==> config.mk <==
export PLATFORM = sky130hd
export DESIGN_NAME = excess4bit_seq_ctrl
export DESIGN_NICKNAME = d
export VERILOG_FILES = /design/src/rtl/excess4bit_seq_ctrl.sv
export SDC_FILE = /design/constraint.sdc
export NUM_CORES = 1
export LEC_CHECK = 0
export CORE_MARGIN = 8
export CORE_UTILIZATION = 53
export CTS_CLUSTER_SIZE = 10
export DETAILED_ROUTE_END_ITERATION = 16
export PLACE_DENSITY = 0.92
export SLEW_MARGIN = 25
export SYNTH_ARGS = -nofsm -noshare
export SYNTH_HDL_FRONTEND = slang
export SYNTH_SLANG_ARGS = --single-unit
==> constraint.sdc <==
create_clock -name clk -period 2.3 [get_ports clk]
set_clock_uncertainty 0.05 [all_clocks]
set_input_delay 0.23 -clock clk [delete_from_list [all_inputs] [get_ports clk]]
set_output_delay 0.23 -clock clk [all_outputs]
set_load 0.01 [all_outputs]
==> src/rtl/excess4bit_seq_ctrl.sv <==
// Frame sequencer for the serial excess-3 converter: BCD digits in, 4-clock serial frames out,
// sampled results back through a 2-deep FWFT FIFO. Optional BCD range check: BCD_RANGE_CHECK_EN.
//
// state      | meaning
// IDLE_FRAME | current 4-clock frame drives ser_x = 0, result discarded
// DATA_FRAME | current frame serialises the loaded digit, result captured
module excess4bit_seq_ctrl #(
  parameter int MSB_FIRST = 0,
  parameter int Z_LAT     = 1,
  parameter int CNT_W     = 8
) (
  input  logic             clk,
  input  logic             rst_n,
  input  logic             in_valid,
  output logic             in_ready,
  input  logic [3:0]       in_digit,
  output logic             ser_x,
  output logic [1:0]       ser_phase,
  input  logic [3:0]       ser_z,
  output logic             out_valid,
  input  logic             out_ready,
  output logic [3:0]       out_z,
  output logic             out_err,
  output logic [CNT_W-1:0] done_cnt
);

  typedef enum logic {IDLE_FRAME, DATA_FRAME} frame_e;

  localparam logic [1:0] CAP_PHASE = 2'(Z_LAT);

  frame_e           frame_q, frame_d;
  logic [1:0]       phase_q, phase_d;
  logic [3:0]       digit_q, digit_d;
  logic             err_cur_q, err_cur_d;
  logic             prev_data_q, prev_data_d;
  logic             prev_err_q, prev_err_d;
  logic             ser_x_q, ser_x_d;
  logic [1:0]       credits_q, credits_d;
  logic [1:0][4:0]  mem_q, mem_d;
  logic             wr_ptr_q, wr_ptr_d;
  logic             rd_ptr_q, rd_ptr_d;
  logic [1:0]       cnt_q, cnt_d;
  logic [CNT_W-1:0] done_cnt_q, done_cnt_d;

  logic accept, push, pop, err_in;

`ifdef BCD_RANGE_CHECK_EN
  assign err_in = (in_digit > 4'd9);
`else
  assign err_in = 1'b0;
`endif

  function automatic logic pick_bit(input logic [3:0] d, input logic [1:0] p);
    return (MSB_FIRST != 0) ? d[2'd3 - p] : d[p];
  endfunction

  assign in_ready  = (phase_q == 2'd3) && (credits_q != 2'd0);
  assign accept    = in_valid && in_ready;
  assign out_valid = (cnt_q != 2'd0);
  assign pop       = out_valid && out_ready;
  // The previous frame's tag is still valid here: capture lands Z_LAT+1 clocks past its last bit.
  assign push      = prev_data_q && (phase_q == CAP_PHASE);

  always_comb begin
    phase_d     = phase_q + 2'd1;
    frame_d     = frame_q;
    digit_d     = digit_q;
    err_cur_d   = err_cur_q;
    prev_data_d = prev_data_q;
    prev_err_d  = prev_err_q;
    ser_x_d     = 1'b0;
    if (phase_q == 2'd3) begin
      prev_data_d = (frame_q == DATA_FRAME);
      prev_err_d  = err_cur_q;
      if (accept) begin
        frame_d   = DATA_FRAME;
        digit_d   = in_digit;
        err_cur_d = err_in;
        ser_x_d   = pick_bit(in_digit, 2'd0);
      end else begin
        frame_d   = IDLE_FRAME;
        err_cur_d = 1'b0;
      end
    end else if (frame_q == DATA_FRAME) begin
      ser_x_d = pick_bit(digit_q, phase_d);
    end
  end

  always_comb begin
    credits_d  = credits_q;
    mem_d      = mem_q;
    wr_ptr_d   = wr_ptr_q ^ push;
    rd_ptr_d   = rd_ptr_q ^ pop;
    cnt_d      = cnt_q;
    done_cnt_d = done_cnt_q;
    if (accept && !pop) credits_d = credits_q - 2'd1;
    else if (!accept && pop) credits_d = credits_q + 2'd1;
    if (push) mem_d[wr_ptr_q] = {prev_err_q, ser_z};
    case ({push, pop})
      2'b10:   cnt_d = cnt_q + 2'd1;
      2'b01:   cnt_d = cnt_q - 2'd1;
      default: cnt_d = cnt_q;
    endcase
    if (pop) done_cnt_d = done_cnt_q + CNT_W'(1);
  end

  always_ff @(posedge clk or negedge rst_n) begin
    if (!rst_n) begin
      frame_q     <= IDLE_FRAME;
      phase_q     <= 2'd0;
      digit_q     <= 4'd0;
      err_cur_q   <= 1'b0;
      prev_data_q <= 1'b0;
      prev_err_q  <= 1'b0;
      ser_x_q     <= 1'b0;
      credits_q   <= 2'd2;
      mem_q       <= '0;
      wr_ptr_q    <= 1'b0;
      rd_ptr_q    <= 1'b0;
      cnt_q       <= 2'd0;
      done_cnt_q  <= '0;
    end else begin
      frame_q     <= frame_d;
      phase_q     <= phase_d;
      digit_q     <= digit_d;
      err_cur_q   <= err_cur_d;
      prev_data_q <= prev_data_d;
      prev_err_q  <= prev_err_d;
      ser_x_q     <= ser_x_d;
      credits_q   <= credits_d;
      mem_q       <= mem_d;
      wr_ptr_q    <= wr_ptr_d;
      rd_ptr_q    <= rd_ptr_d;
      cnt_q       <= cnt_d;
      done_cnt_q  <= done_cnt_d;
    end
  end

  assign ser_x     = ser_x_q;
  assign ser_phase = phase_q;
  assign done_cnt  = done_cnt_q;
  assign out_z     = out_valid ? mem_q[rd_ptr_q][3:0] : 4'd0;
  assign out_err   = out_valid && mem_q[rd_ptr_q][4];

endmodule

Word-level counts from Yosys, hierarchy flattened
Cells that the tools add are included.
Storage, ports and cells
  register bits after elaboration: 33
  bits of input ports: 12
  output and inout bits: 18
  logic and storage cells: 58
Cells by class
  $add $sub $neg: 6
  $lt $le $gt $ge: 4
  eq/ne operators: 4
  muxes and demuxes: 15
  bitwise logic cells: 2
  reductions and logical operators: 15
Operators by type and width (number)
  two-way mux 5 bit: 3
  bitwise mux 10 bit: 1
  adder 8 x 1 -> 8 bit (second input constant): 1
  logical AND 1 bit: 8
  nonzero test 2 bit: 4
  adder 2 x 1 -> 2 bit (second input constant): 3
  demux 5 bit (select 1 bit): 1
  two-way mux 1 bit: 5
  equality test 2 x 1 -> 1 bit (second input constant): 2
  equality test 2 bit (second input constant): 2
  < comparator 1 x 2 -> 1 bit (second input constant): 2
  two-way mux 2 bit: 2
  two-way mux 4 bit: 1
  case mux 2 bit (2 select lines): 1
  subtractor 2 x 1 -> 2 bit (second input constant): 2
  < comparator 2 x 3 -> 1 bit (second input constant): 1
  binary-select mux 1 bit (select 2 bit): 1
  zero test 1 bit: 2
  AND reduction 2 bit: 1
  bitwise XOR 1 bit: 2
  >= comparator 1 bit (second input constant): 1

Longest topological paths before layout
Gate-level depths: netlist (run 1).
  depth after elaboration: 7
  depth in mapped cells: 8
  gate-level depth less buffers: 8

Worst setup path after synthesis (run 1)
OpenSTA, ideal clock, no wires.
  path kind: flip-flop to flip-flop
  start point: register phase_q[0], in the netlist ser_phase[0]
  end point: register credits_q[1]
  setup time: 75 ps
  arrival: 1572 ps
  required time: 2175 ps
  setup slack: 604 ps
  cell stages (with the launch flop): 8
  buffers on the path: 0
  clock period less this slack: 1696 ps
  path through: dfrtp_1 -> ha_1 -> o21a_2 -> nand2_2 -> inv_1 -> ha_1 -> nor2_1 -> xor2_1
Between the ends
  word-level cells in the longest chain between the ends: 6
  elaborated cells between the ends (all ways): 8
  classes of those cells: eq/ne (1); mux (1); reduce/logical (6)
Ends and longest elaborated chain
  start, declared: line 32  | logic [1:0] phase_q, phase_d;
  start signal, assigned: line 124  | phase_q <= phase_d;
  equality test 2 bit *: line 57  | assign in_ready = (phase_q == 2'd3) && (credits_q != 2'd0);
  logical AND 1 bit *: line 57
  via in_ready: line 15  | output logic in_ready,
  logical AND 1 bit *: line 58  | assign accept = in_valid && in_ready;
  via accept: line 45  | logic accept, push, pop, err_in;
  zero test 1 bit: line 97  | else if (!accept && pop) credits_d = credits_q + 2'd1;
  logical AND 1 bit: line 97
  nonzero test 2 bit (no source line)
  end signal, assigned: line 130  | credits_q <= credits_d;
  end, declared: line 38  | logic [1:0] credits_q, credits_d;
Mark *: on every way through the listed nets, which the timed path passes. The rest lies on a longest branch.
A chain may end at the register's enable or synchronous reset.

Worst setup path in the final report (run 1)
  start point: register phase_q[0], in the netlist ser_phase[0]
  end point: output in_ready
Between the ends
  word-level cells in the longest chain between the ends: 2
Ends and longest elaborated chain (line)
  equality test 2 bit: 57
  logical AND 1 bit: 57
  end, declared: 15
Every way passes these cells.

==> results of run 1 <==
## stage by stage
| stage | std cells | area [sq um] | utilization (%) |
|---|---|---|---|
| after global placement | 168 | 1720 | 68.8 |
| after detailed placement | 168 | 1720 | 68.8 |
| after CTS | 176 | 1790 | 71.6 |
| after floorplan | 111 | 1410 | - |
| after global routing | 176 | 1790 | 71.6 |
| final | 176 | 1790 | 71.6 |
## worst max-delay path: cells and delay by family (launching register included)
family / cells / cell delay, ns
adder cells (fa/ha/maj): 1 / 0.24
flip-flops: 1 / 0.45
buffers and inverters: 1 / 0.55
AO/OA/AOI/OAI: 1 / 0.18
## cells by family (layout without fill, tap and decap cells)
group	after synthesis	count (layout)	share of synthesized area [%]
flops	31	31	55.2
simple gates	25	25	8.90
mux	18	18	14.9
xor+xnor	14	14	8.72
buf+inv	12	47	3.65
fa+ha+maj	7	7	6.23
compound gates	3	3	2.14
other cells	1	1	0.267
## per-layer routing
metal  routed length [microns]  global-route usage, %  part of all wire, %
met5                         0                      0                    0
met2                      1320                   21.5                   50
met1                      1100                   15.1                   42
met4                        14                   3.92                 0.53
met3                       189                   6.95                  7.2
## Yosys cell counts
master	count	area [sq um]
sky130_fd_sc_hd__nand3b_1	1	7.51
sky130_fd_sc_hd__dfstp_2	1	26.3
sky130_fd_sc_hd__dfrtp_1	30	751
sky130_fd_sc_hd__o21a_2	1	8.76
sky130_fd_sc_hd__nand4_1	3	18.8
sky130_fd_sc_hd__nand3_1	2	10.0
sky130_fd_sc_hd__conb_1	1	3.75
sky130_fd_sc_hd__xor2_1	5	43.8
sky130_fd_sc_hd__inv_1	9	33.8
sky130_fd_sc_hd__clkbuf_1	1	3.75
sky130_fd_sc_hd__mux2_2	13	146
sky130_fd_sc_hd__nor2_1	8	30.0
sky130_fd_sc_hd__and3_1	1	6.26
sky130_fd_sc_hd__o21ai_0	1	5.00
sky130_fd_sc_hd__ha_1	7	87.6
sky130_fd_sc_hd__inv_4	1	6.26
sky130_fd_sc_hd__mux2i_1	4	40.0
sky130_fd_sc_hd__xnor2_1	9	78.8
sky130_fd_sc_hd__mux4_2	1	22.5
sky130_fd_sc_hd__nand2_2	1	6.26
sky130_fd_sc_hd__buf_4	1	7.51
sky130_fd_sc_hd__o21ai_4	1	16.3
sky130_fd_sc_hd__nand2_1	7	26.3
sky130_fd_sc_hd__nor3_2	2	20.0
## sequential cells by signal (all words and copies together) (netlist names)
register and count:
cnt_q 2, credits_q 2, digit_q 4, done_cnt 8, frame_q 1, mem_q 8, prev_data_q 1, rd_ptr_q 1
ser_phase 2, ser_x 1, wr_ptr_q 1
## final cells by class
type                    instances  area, sq um
multi-input cells              68          578
fillers                       174          711
flip-flops and latches         31          777
well taps                      30         37.5
clock buffers                   8         68.8
repair buffers                 29          288
inverters                      10         40.0
## worst max-delay path by stage
| stage | start | slack [ns] | end |
|---|---|---|---|
| after floorplan | ser_phase[0] | 0.60 | credits_q[1] |
| after global placement | ser_phase[0] | 0.63 | credits_q[1] |
| after detailed placement | ser_phase[0] | 0.52 | credits_q[1] |
| after CTS | cnt_q[0] | 0.22 | out_z[1] |
| after global routing | ser_phase[0] | 0.14 | in_ready |
| final | ser_phase[0] | 0.28 | in_ready |
## power by group
group / switching (W) / internal, W
clock: 0.000176 / 0.000180
combinational: 0.000366 / 0.000529
sequential: 0.000212 / 0.000784
total: 0.000754 / 0.00149
==> results.ini, run 1 <==
[timing]
worst_slack_ns = 0.279
minimum_period_implied_by_the_final_worst_setup_slack_ns = 2.02
report.final.hold_viol_count = 0
finalMaxSlewViolations = 0
grt_setup_unrepaired = no
finalCritPeriodShare_pct = 87.9
final.hold.worst_slack_ns = 0.228
timing.final.setup_violations = 0
maxClockFrequency_ghz = 0.495
timing.setup.tns_ns = 0

[floorplanning]
std_cell_rows = 18
dieArea_sq_mm = 0.00456
top_level_ports = 30
core_sq_mm = 0.00250
die_y_microns = 67.5
horizontal_extent_of_the_die_microns = 67.5
initial_utilization_pct = 56.3

[global_route]
grt_pass1_wl_microns = 4450
initial_antenna_violation_count = 0
gr-total-overflow = 0
grt_start_max_net_pins = 32
grt_pass1_vias = 985
grtUsageTotal_pct = 13.3

[placement]
place.gp.congestion = 0.755
numPortBuffers = 28
dp.final_hpwl_microns = 2030
dp_slack_ns = 0.523

[setup_path]
cp.required_ns = 2.02
critPathSlowestCell = sky130_fd_sc_hd__clkdlybuf4s50_1
criticalPathCategory = reg -> out
crit_chain = ha_1, o21a_2, clkdlybuf4s50_1
critical_path.reg2reg.endpoint = credits_q[1]
worst-endpoint-arrival_ns = 1.74
rrSetupSlack_ns = 0.52
rr_startpoint = ser_phase[0]
worstSetupEndpointType = output port
cp_slowest_stage_delay_ns = 0.55
cp_max_fo = 5
ff2ff_path_depth = 7
cp-start-kind = flip-flop

[route]
drt_pass1_iterations = 3
post-route-drc-count = 0
route.vias.total = 909
antenna_left = 0
post_drt_via_cell_ratio = 5.16
dr.first_iter.drc_count = 33
detail_route.wl_per_cell_microns = 14.9
totalWireLength_microns = 2630

[yosys]
synth_area_per_cell_sq_um = 12.7
synth_cell_types = 24
synth_seq_area_share_pct = 55.2
synth.ff_latch_count = 31
total_standard_cell_area_after_synthesis_sq_mm = 0.00141
netlist_instances = 111
number_of_nets_produced_by_synthesis = 130
synthesis.yosys.warnings = 0

[clocking]
clk-insertion-delay-late_ns = 0.33
clk_pin_slew_ns = 0.09
cts_tree = built
post_cts_hold_buffer_count = 0
clk_root_buffer_cell = sky130_fd_sc_hd__clkbuf_4
postCtsSetupRepairBufs = 0
numClockSinks = 31
htree_num_levels = 2
clock_path_buffers = 2
post_cts_gate_resize_count = 0
cts_buffers = 5

[run]
number_of_violations_of_the_max_capacitance_limit = 0

[cells_and_area]
area.growth.synth_to_final_pct = 27.2
post_route_cells_drive_above_1_share_pct = 19.9
diodes = 0
layout.cells.most_common_list = 30 x sky130_fd_sc_hd__dfrtp_1, 28 x sky130_fd_sc_hd__clkdlybuf4s50_1, 13 x sky130_fd_sc_hd__mux2_2, 9 x sky130_fd_sc_hd__inv_1, 9 x sky130_fd_sc_hd__xnor2_1
mostFrequentLayoutCell = sky130_fd_sc_hd__dfrtp_1
final_net_count = 164

[power]
peakVddDrop_mv = 0.880
power.leakage_nw = 0.822
power_per_cell_area_mw_per_mm2 = 1260
power.total_w = 0.00225

[worst_hold_path]
worstHoldPathType = in -> async

[status]
run_status = complete, no violations

Power figures use the tool's default switching activity.
==> run 2: changes to the inputs <==
Settings changed: HOLD_SLACK_MARGIN set to 0.06.
==> results of run 2 <==
No change in the layout: final DEF, timing and power equal those of run 1.
==> run 3: changes to the inputs <==
Settings changed: HOLD_SLACK_MARGIN 0.06 to 0.12.
==> results of run 3 <==
No change in the layout: final DEF, timing and power equal those of run 1.
